File: config.mk
export PLATFORM = sky130hd
export DESIGN_NAME = if_fetch_stage
export DESIGN_NICKNAME = d
export VERILOG_FILES = /design/src/rtl/if_fetch_stage.sv
export SDC_FILE = /design/constraint.sdc
export NUM_CORES = 1
export LEC_CHECK = 0
export ABC_AREA = 1
export CORE_MARGIN = 4
export CORE_UTILIZATION = 40
export DETAILED_ROUTE_END_ITERATION = 6
export GPL_TIMING_DRIVEN = 0
export PLACE_DENSITY = 0.64
export SKIP_LAST_GASP = 1
export SLEW_MARGIN = 30
export SYNTH_ARGS = -nofsm -noshare
export SYNTH_HDL_FRONTEND = slang
export SYNTH_SLANG_ARGS = --single-unit
export TNS_END_PERCENT = 10
File: constraint.sdc
create_clock -name clk -period 11.6 [get_ports clk]
set_input_delay 1.16 -clock clk [delete_from_list [all_inputs] [get_ports clk]]
set_output_delay 1.16 -clock clk [all_outputs]
set_load 0.02 [all_outputs]
File: src/rtl/if_fetch_stage.sv
// if_fetch_stage: RV64 instruction-fetch stage feeding decode.
// Issues in-order word requests to instruction memory under a credit limit,
// buffers returned words in a small prefetch FIFO, and presents a registered
// {inst, pc, inst_valid} triple to decode. A redirect flushes the FIFO and
// discards any wrong-path responses still in flight.
// Optional build macro: IF_PERF_CNT_EN adds perf_fetch_cnt / perf_bubble_cnt.
`timescale 1ns/1ps
module if_fetch_stage #(
   parameter logic [63:0] RESET_PC = 64'h0,
   parameter int unsigned DEPTH    = 2,
   parameter logic [31:0] NOP_INST = 32'h0000_0013
) (
   input  logic        clk,
   input  logic        rst,
   output logic        imem_req,
   output logic [63:0] imem_addr,
   input  logic        imem_gnt,
   input  logic        imem_rvalid,
   input  logic [31:0] imem_rdata,
   input  logic        redirect_valid,
   input  logic [63:0] redirect_pc,
   input  logic        stall,
   output logic [31:0] inst,
   output logic [63:0] pc,
   output logic        inst_valid
`ifdef IF_PERF_CNT_EN
   ,
   output logic [31:0] perf_fetch_cnt,
   output logic [31:0] perf_bubble_cnt
`endif
);

   localparam int unsigned PTR_W = $clog2(DEPTH);
   localparam int unsigned CNT_W = PTR_W + 1;
   localparam logic [CNT_W:0] DEPTH_W = (CNT_W+1)'(DEPTH);

   typedef struct packed {
      logic [63:0] pc;
      logic [31:0] inst;
   } fetch_entry_t;

   // Architectural state
   logic [63:0]      fetch_pc_q, fetch_pc_d;
   logic [63:0]      resp_pc_q, resp_pc_d;
   logic [CNT_W-1:0] outstanding_q, outstanding_d;
   logic [CNT_W-1:0] drop_cnt_q, drop_cnt_d;
   logic [PTR_W-1:0] rd_ptr_q, rd_ptr_d;
   logic [PTR_W-1:0] wr_ptr_q, wr_ptr_d;
   logic [CNT_W-1:0] count_q, count_d;
   logic [31:0]      inst_q, inst_d;
   logic [63:0]      pc_q, pc_d;
   logic             valid_q, valid_d;
   fetch_entry_t     fifo_q [DEPTH];

   // Per-cycle control
   logic [CNT_W:0] in_use;
   logic           credit_ok;
   logic           grant;
   logic           resp;
   logic           drop_resp;
   logic           keep_resp;
   logic           push;
   logic           pop;
   logic           load_valid;
   logic           load_bubble;
   logic [63:0]    redirect_base;
   fetch_entry_t   head;

   assign in_use        = {1'b0, outstanding_q} + {1'b0, count_q};
   assign credit_ok     = (in_use < DEPTH_W);
   assign imem_req      = !rst && !redirect_valid && credit_ok;
   assign imem_addr     = fetch_pc_q;
   assign grant         = imem_req && imem_gnt;
   // A response with nothing outstanding is a protocol error and is ignored.
   assign resp          = imem_rvalid && (outstanding_q != '0);
   assign drop_resp     = resp && (drop_cnt_q != '0);
   assign keep_resp     = resp && (drop_cnt_q == '0) && !redirect_valid;
   assign redirect_base = redirect_pc & ~64'h3;
   assign head          = fifo_q[rd_ptr_q];

   assign inst       = inst_q;
   assign pc         = pc_q;
   assign inst_valid = valid_q;

   // Next-state for credits, fetch/response PCs, FIFO pointers and output register.
   always_comb begin
      // NOTE: every output of this block gets a default first so no path leaves
      // a variable unassigned, which would otherwise infer a latch.
      fetch_pc_d    = fetch_pc_q;
      resp_pc_d     = resp_pc_q;
      outstanding_d = outstanding_q + CNT_W'(grant) - CNT_W'(resp);
      drop_cnt_d    = drop_cnt_q;
      rd_ptr_d      = rd_ptr_q;
      wr_ptr_d      = wr_ptr_q;
      count_d       = count_q;
      inst_d        = inst_q;
      pc_d          = pc_q;
      valid_d       = valid_q;
      push          = 1'b0;
      pop           = 1'b0;
      load_valid    = 1'b0;
      load_bubble   = 1'b0;

      if (redirect_valid) begin
         // Everything still in flight is wrong-path, including any response
         // arriving right now.
         fetch_pc_d  = redirect_base;
         resp_pc_d   = redirect_base;
         drop_cnt_d  = outstanding_q - CNT_W'(resp);
         rd_ptr_d    = '0;
         wr_ptr_d    = '0;
         count_d     = '0;
         inst_d      = NOP_INST;
         valid_d     = 1'b0;
         load_bubble = 1'b1;
      end else begin
         if (grant)     fetch_pc_d = fetch_pc_q + 64'd4;
         if (drop_resp) drop_cnt_d = drop_cnt_q - CNT_W'(1);
         if (keep_resp) resp_pc_d  = resp_pc_q + 64'd4;

         if (!stall) begin
            if (count_q != '0) begin
               pop        = 1'b1;
               push       = keep_resp;
               inst_d     = head.inst;
               pc_d       = head.pc;
               valid_d    = 1'b1;
               load_valid = 1'b1;
            end else if (keep_resp) begin
               // Empty FIFO: a kept response goes straight to the output.
               inst_d     = imem_rdata;
               pc_d       = resp_pc_q;
               valid_d    = 1'b1;
               load_valid = 1'b1;
            end else begin
               inst_d      = NOP_INST;
               valid_d     = 1'b0;
               load_bubble = 1'b1;
            end
         end else begin
            push = keep_resp;
         end

         if (push) wr_ptr_d = wr_ptr_q + PTR_W'(1);
         if (pop)  rd_ptr_d = rd_ptr_q + PTR_W'(1);
         count_d = count_q + CNT_W'(push) - CNT_W'(pop);
      end
   end

   // State register with synchronous reset.
   always_ff @(posedge clk) begin
      // NOTE: sequential state uses non-blocking assignments so every register
      // samples the pre-edge values regardless of statement order.
      if (rst) begin
         fetch_pc_q    <= RESET_PC;
         resp_pc_q     <= RESET_PC;
         outstanding_q <= '0;
         drop_cnt_q    <= '0;
         rd_ptr_q      <= '0;
         wr_ptr_q      <= '0;
         count_q       <= '0;
         inst_q        <= NOP_INST;
         pc_q          <= '0;
         valid_q       <= 1'b0;
      end else begin
         fetch_pc_q    <= fetch_pc_d;
         resp_pc_q     <= resp_pc_d;
         outstanding_q <= outstanding_d;
         drop_cnt_q    <= drop_cnt_d;
         rd_ptr_q      <= rd_ptr_d;
         wr_ptr_q      <= wr_ptr_d;
         count_q       <= count_d;
         inst_q        <= inst_d;
         pc_q          <= pc_d;
         valid_q       <= valid_d;
      end
   end

   // Prefetch FIFO storage write.
   always_ff @(posedge clk) begin
      // NOTE: the storage array is not reset; count_q/pointers define which
      // entries are meaningful, so stale contents are never observed.
      if (!rst && push) fifo_q[wr_ptr_q] <= '{pc: resp_pc_q, inst: imem_rdata};
   end

`ifdef IF_PERF_CNT_EN
   logic [31:0] perf_fetch_q;
   logic [31:0] perf_bubble_q;

   // Count valid loads and bubble loads into the output register.
   always_ff @(posedge clk) begin
      if (rst) begin
         perf_fetch_q  <= '0;
         perf_bubble_q <= '0;
      end else begin
         if (load_valid)  perf_fetch_q  <= perf_fetch_q + 32'd1;
         if (load_bubble) perf_bubble_q <= perf_bubble_q + 32'd1;
      end
   end

   assign perf_fetch_cnt  = perf_fetch_q;
   assign perf_bubble_cnt = perf_bubble_q;
`else
   logic perf_unused;
   assign perf_unused = load_valid ^ load_bubble;
`endif

`ifndef SYNTHESIS
   // A response must always correspond to a granted, unanswered request.
   a_rvalid_has_outstanding : assert property (
      @(posedge clk) disable iff (rst) imem_rvalid |-> (outstanding_q != '0)
   ) else $error("imem_rvalid with no outstanding request");
`endif

endmodule
======== After elaboration in Yosys (flattened, before gate mapping) ========
Memories as Yosys holds them, arrays and structs flattened. A register that Yosys moved wholly into a read port is not among the register bits.
Cells that the tools add are included.
cells by class
  bitwise gates (word level) .............. 2
  reduce and logical (&&, ||, !) cells .... 20
  $lt $le $gt $ge ......................... 1
  shift-type cells ........................ 0
  multipliers ............................. 0
  add/subtract/negate cells ............... 11
  div/mod/pow operators ................... 0
  eq/ne operators ......................... 0
  muxes and demuxes ....................... 23
operators with widths
  operator                                                                       number
  64-bit 2-to-1 mux                                                              6
  64-bit by 3-bit adder with 64-bit output (second input constant)               2
  32-bit 2-to-1 mux                                                              2
  2-bit nonzero test                                                             7
  1-bit 2-to-1 mux                                                               13
  1-bit logical AND                                                              8
  2-bit by 1-bit subtractor with 2-bit output                                    3
  2-bit by 1-bit adder with 2-bit output                                         2
  2-bit 2-to-1 mux                                                               2
  2-bit by 2-bit adder with 3-bit output                                         1
  3-bit by 2-bit less-than comparator with 1-bit output (second input constant)  1
  3-bit AND reduction                                                            1
  1-bit adder (second input constant)                                            2
  1-bit logical NOT                                                              2
  2-bit logical NOT                                                              1
  1-bit inverter                                                                 2
  2-bit OR reduction                                                             1
  2-bit by 1-bit subtractor with 2-bit output (second input constant)            1
word-level totals
  memories kept ........................... 1
  output and inout port bits .............. 162
  latch bits .............................. 0
  RAM bits ................................ 192
  word-level logic and storage cells ...... 70
  input port bits ......................... 102
  memory bits (read-only) ................. 0
  register bits after elaboration ......... 233
memories
  memory  words  width  rd ports  clocked after memory_dff  wr ports  line  text
  fifo_q  2      96     1         1                         1         53    fetch_entry_t fifo_q [DEPTH];

======== Logic depth before layout (Yosys ltp) ========
  depth after elaboration ................. 11
  gate-level depth with buffers ........... 13
  gate-level depth less buffers ........... 12

======== Worst setup path before layout ========
No wires, ideal clock.
  path kind ............................... input to register
  start point ............................. input port imem_rvalid
  end point ............................... memory fifo_q[0][0] in the netlist's numbering, enable pin
  library setup time ...................... 0.661 ns
  buffers on the path ..................... 0
  stages on the path ...................... 6
  data required time ...................... 10.939 ns
  data arrival time ....................... 8.102 ns
  path slack .............................. 2.837 ns
  path through ............................ o21ai_2 -> nor2_4 -> nand2_1 -> clkinv_1 -> o21ai_0 -> nor3_1
on the way
  cells in the longest elaborated chain, start to end .. 10
RTL lines
  element                                     line  text
  from (decl)                                 18    input logic imem_rvalid,
  1-bit logical AND (*)                       75    assign resp = imem_rvalid && (outstanding_q != '0);
  1-bit logical AND (*) (2 in series)         77    assign keep_resp = resp && (drop_cnt_q == '0) && !redirect_valid;
  1-bit 2-to-1 mux                            122   if (count_q != '0) begin
  1-bit 2-to-1 mux (*)                        121   if (!stall) begin
  1-bit 2-to-1 mux (*) (2 in series)          104   if (redirect_valid) begin
  1-bit logical AND (*)                       183   if (!rst && push) fifo_q[wr_ptr_q] <= '{pc: resp_pc_q, inst: imem_rdata};
  1-bit 2-to-1 mux (*)                        183
  1-bit 2-to-1 mux (implied by the code) (*)  183
  to (decl)                                   53
Every way passes the cells marked *; elsewhere a longest branch is shown, timed or not. The select of a mux whose other input is x is not followed.

======== Worst setup path after layout ========
  start point ............................. input port redirect_valid
  end point ............................... output port imem_req
on the way
  cells in the longest elaborated chain, start to end .. 3
RTL lines
  element                          line  text
  from (decl)                      20    input logic redirect_valid,
  1-bit logical NOT                71    assign imem_req = !rst && !redirect_valid && credit_ok;
  1-bit logical AND (2 in series)  71
  to (decl)                        15    output logic imem_req,
No other way between the ends.

==> results.yml <==
logic_synthesis:
  netlist_top_cells_area: "edfxtp_1 (28%), dfxtp_1 (23%), nand2_1 (12%)"
  synth-seq-cells: 416
  avgSynthCellArea_sq_um: 7.57
  syn-instance-count: 2654
  yosysTopAreaCell: "edfxtp_1"
  yosys.cell_types.count: 43
  ys_seq_area_share_pct: 50.8
  syn_area_sq_um: 20100
  async_reset_ff_share_pct: 0
  synth_common_cells: "nand2_1 (654), nor2_1 (527), dfxtp_1 (228), o21ai_0 (223), inv_1 (196)"
  yosys.cell_count.top_type: "nand2_1"
  synth_top_area_share_pct: 28.1
  synth-edff-count: 188
  yosys_warnings: 0
  synth_flop_cell: "dfxtp_1"
global_route:
  grt_antenna_before_repair: 4
  grt_pass1_vias: 19037
  grt_start_max_net_pins: 15
  grt_pass1_wl_mm: 115
  grt_usage_pct: 27.8
  grt_overflow: 0
worst_setup_path:
  critPathMaxFanout: 8
  criticalPathCategory: "primary input to output pin"
  end_kind: "output pin"
  arrival_ns: 3.45
  required_ns: 10.44
  crit_path_start_kind: "primary input"
floorplan:
  die_w_um: 232
  core_sq_um: 49300
  fp-row-count: 81
  initial_core_util_pct: 40.8
  die_area_sq_um: 53900
  ios: 264
  die_height_um: 232
timing:
  rsz0062_at_grt: "false"
  setup_viol: 0
  hold_viol: 0
  max_freq_mhz: 217
  worst_pin_slew_ns: 1.05
  finalCritPeriodShare_pct: 39.7
  whs_ns: 0.460
  clock_skew_ns: 0.0200
  slew_headroom_pct: 29.9
  period_minus_slack_ns: 4.61
  drv_slew: 0
route:
  drtIter0Drc: 2136
  detail_route.first_pass.iterations: 5
  vias_per_cell: 5.41
  remaining_drc_errors: 0
  vias: 19971
  wire_per_inst_um: 20.9
  drt-total-wl_mm: 77.3
  ant_nets: 0
layout:
  instances_no_fill: 3692
  area_growth_pct: 25.7
  drive_gt1_share_pct: 4.86
  nNetsFinal: 3099
pwr:
  combPwrFrac_pct: 12.9
  p_sw_share_pct: 28.0
  intPower_mw: 2.60
  clockPowerShare_pct: 40.8
  peakVddDrop_mv: 0.0939
  power.switching_mw: 1.01
  power_density_nw_per_um2: 143
  p_seq_share_pct: 46.3
  leakage_nw: 9.01
clocking:
  cts_root_buffer: "clkbuf_16"
  cts_hold_buf: 0
  cts_buffer_depth: 3
  cts_tree: "built"
  clkTransAtPathRegs_ns: 0.06
  clock_latency_ns: 0.60
  cts_buffers: 46
  post_cts_buffers: 0
  htreeDepth: 2
  clock_sinks: 416
  cts_resized: 0
placed_design:
  gp_congestion: 1.01
  place_hpwl_mm: 59.4
  io_buffers: 256
  dp.cells: 3605
status:
  status: "finished clean"
flow_run:
  maxCapViolCount: 0
hold_path:
  hp-class: "flop to flop"
==> power by group through the flow <==
stage / clock, mW / sequential, mW / combinational, mW
floorplan: 0 / 1.70 / 0.219
global placement: 0 / 1.70 / 0.448
detailed placement: 0 / 1.70 / 0.459
CTS: 1.49 / 1.67 / 0.463
global route: 1.55 / 1.68 / 0.507
finish: 1.47 / 1.67 / 0.468
==> cells by family (layout without fill, tap and decap cells) <==
kind of cell / after synthesis / in the layout / synth area share, %
compound gates: 510 / 510 / 13.7
xor+xnor: 28 / 28 / 1.22
fa+ha+maj: 8 / 8 / 0.536
simple gates: 1365 / 1365 / 27.2
buf+inv: 326 / 696 / 6.42
other cells: 1 / 5 / 0.0187
flops: 416 / 416 / 50.8
==> final timing paths <==
path         cells past startpoint  slack [ns]      startpoint             to
max                              5        6.99  redirect_valid       imem_req
min                              1        0.46        rd_ptr_q       rd_ptr_q
min reg2reg                      1        0.46        rd_ptr_q       rd_ptr_q
max reg2reg                     13        8.30   drop_cnt_q[0]  fifo_q[0][65]
==> placed cells by master, fill, tap and decap left out, types with 95 or more instances in the layout <==
master and count:
edfxtp_1 188, a21oi_1 113, clkdlybuf4s50_1 256, o21ai_0 223, clkbuf_1 95, a31oi_1 123
inv_1 196, dfxtp_1 228, nand2_1 654, nand3_1 120, nor2_1 527
==> worst max-delay path, stage by stage <==
cell	delay [ns]
clkdlybuf4s50_1	0.64
nor2_4	0.55
inv_2	0.21
nor3_4	0.23
clkdlybuf4s50_1	0.65
==> registers in the layout, indices dropped and copies added, names as in the netlist, named ones only <==
name and cells:
drop_cnt_q 2, wr_ptr_q 1, rd_ptr_q 1, fifo_q 188
inst 32, inst_valid 1, resp_pc_q 62, imem_addr 62
outstanding_q 2, pc 62, count_q 2
==> per-stage QoR <==
stage | total power, mW | cell area (sq um) | worst slack, ns | TNS (ns) | utilization, %
2_1_floorplan | 1.92 | 20100 | 2.84 | 0 | -
6_report | 3.61 | 25200 | 6.99 | 0 | 51.2
4_1_cts | 3.62 | 25200 | 7.02 | 0 | 51.2
5_1_grt | 3.73 | 25200 | 6.96 | 0 | 51.2
3_3_place_gp | 2.15 | 23500 | -2.22 | -405.83 | 47.7
3_5_place_dp | 2.16 | 23700 | 7.02 | 0 | 48.2
==> cell type report <==
type	count	area, sq um
tap	664	831
fill	4800	24000
timing repair buffer	284	2790
buffer	122	520
clock inverter	29	299
multi-input combinational	1915	8610
antenna	1	2.50
clock buffer	57	1210
inverter	204	768
sequential	416	10200
==> per-layer routing <==
| metal | part of all wire [%] | vias up | GRT usage [%] |
|---|---|---|---|
| met3 | 7.2 | 205 | 5.19 |
| met1 | 42 | 9414 | 36.4 |
| met2 | 46 | 848 | 45.3 |
| li1 | - | 9502 | - |
| met5 | 0.017 | - | 0 |
| met4 | 4.7 | 2 | 12.3 |
No activity file was read; power rests on OpenSTA's default activity.
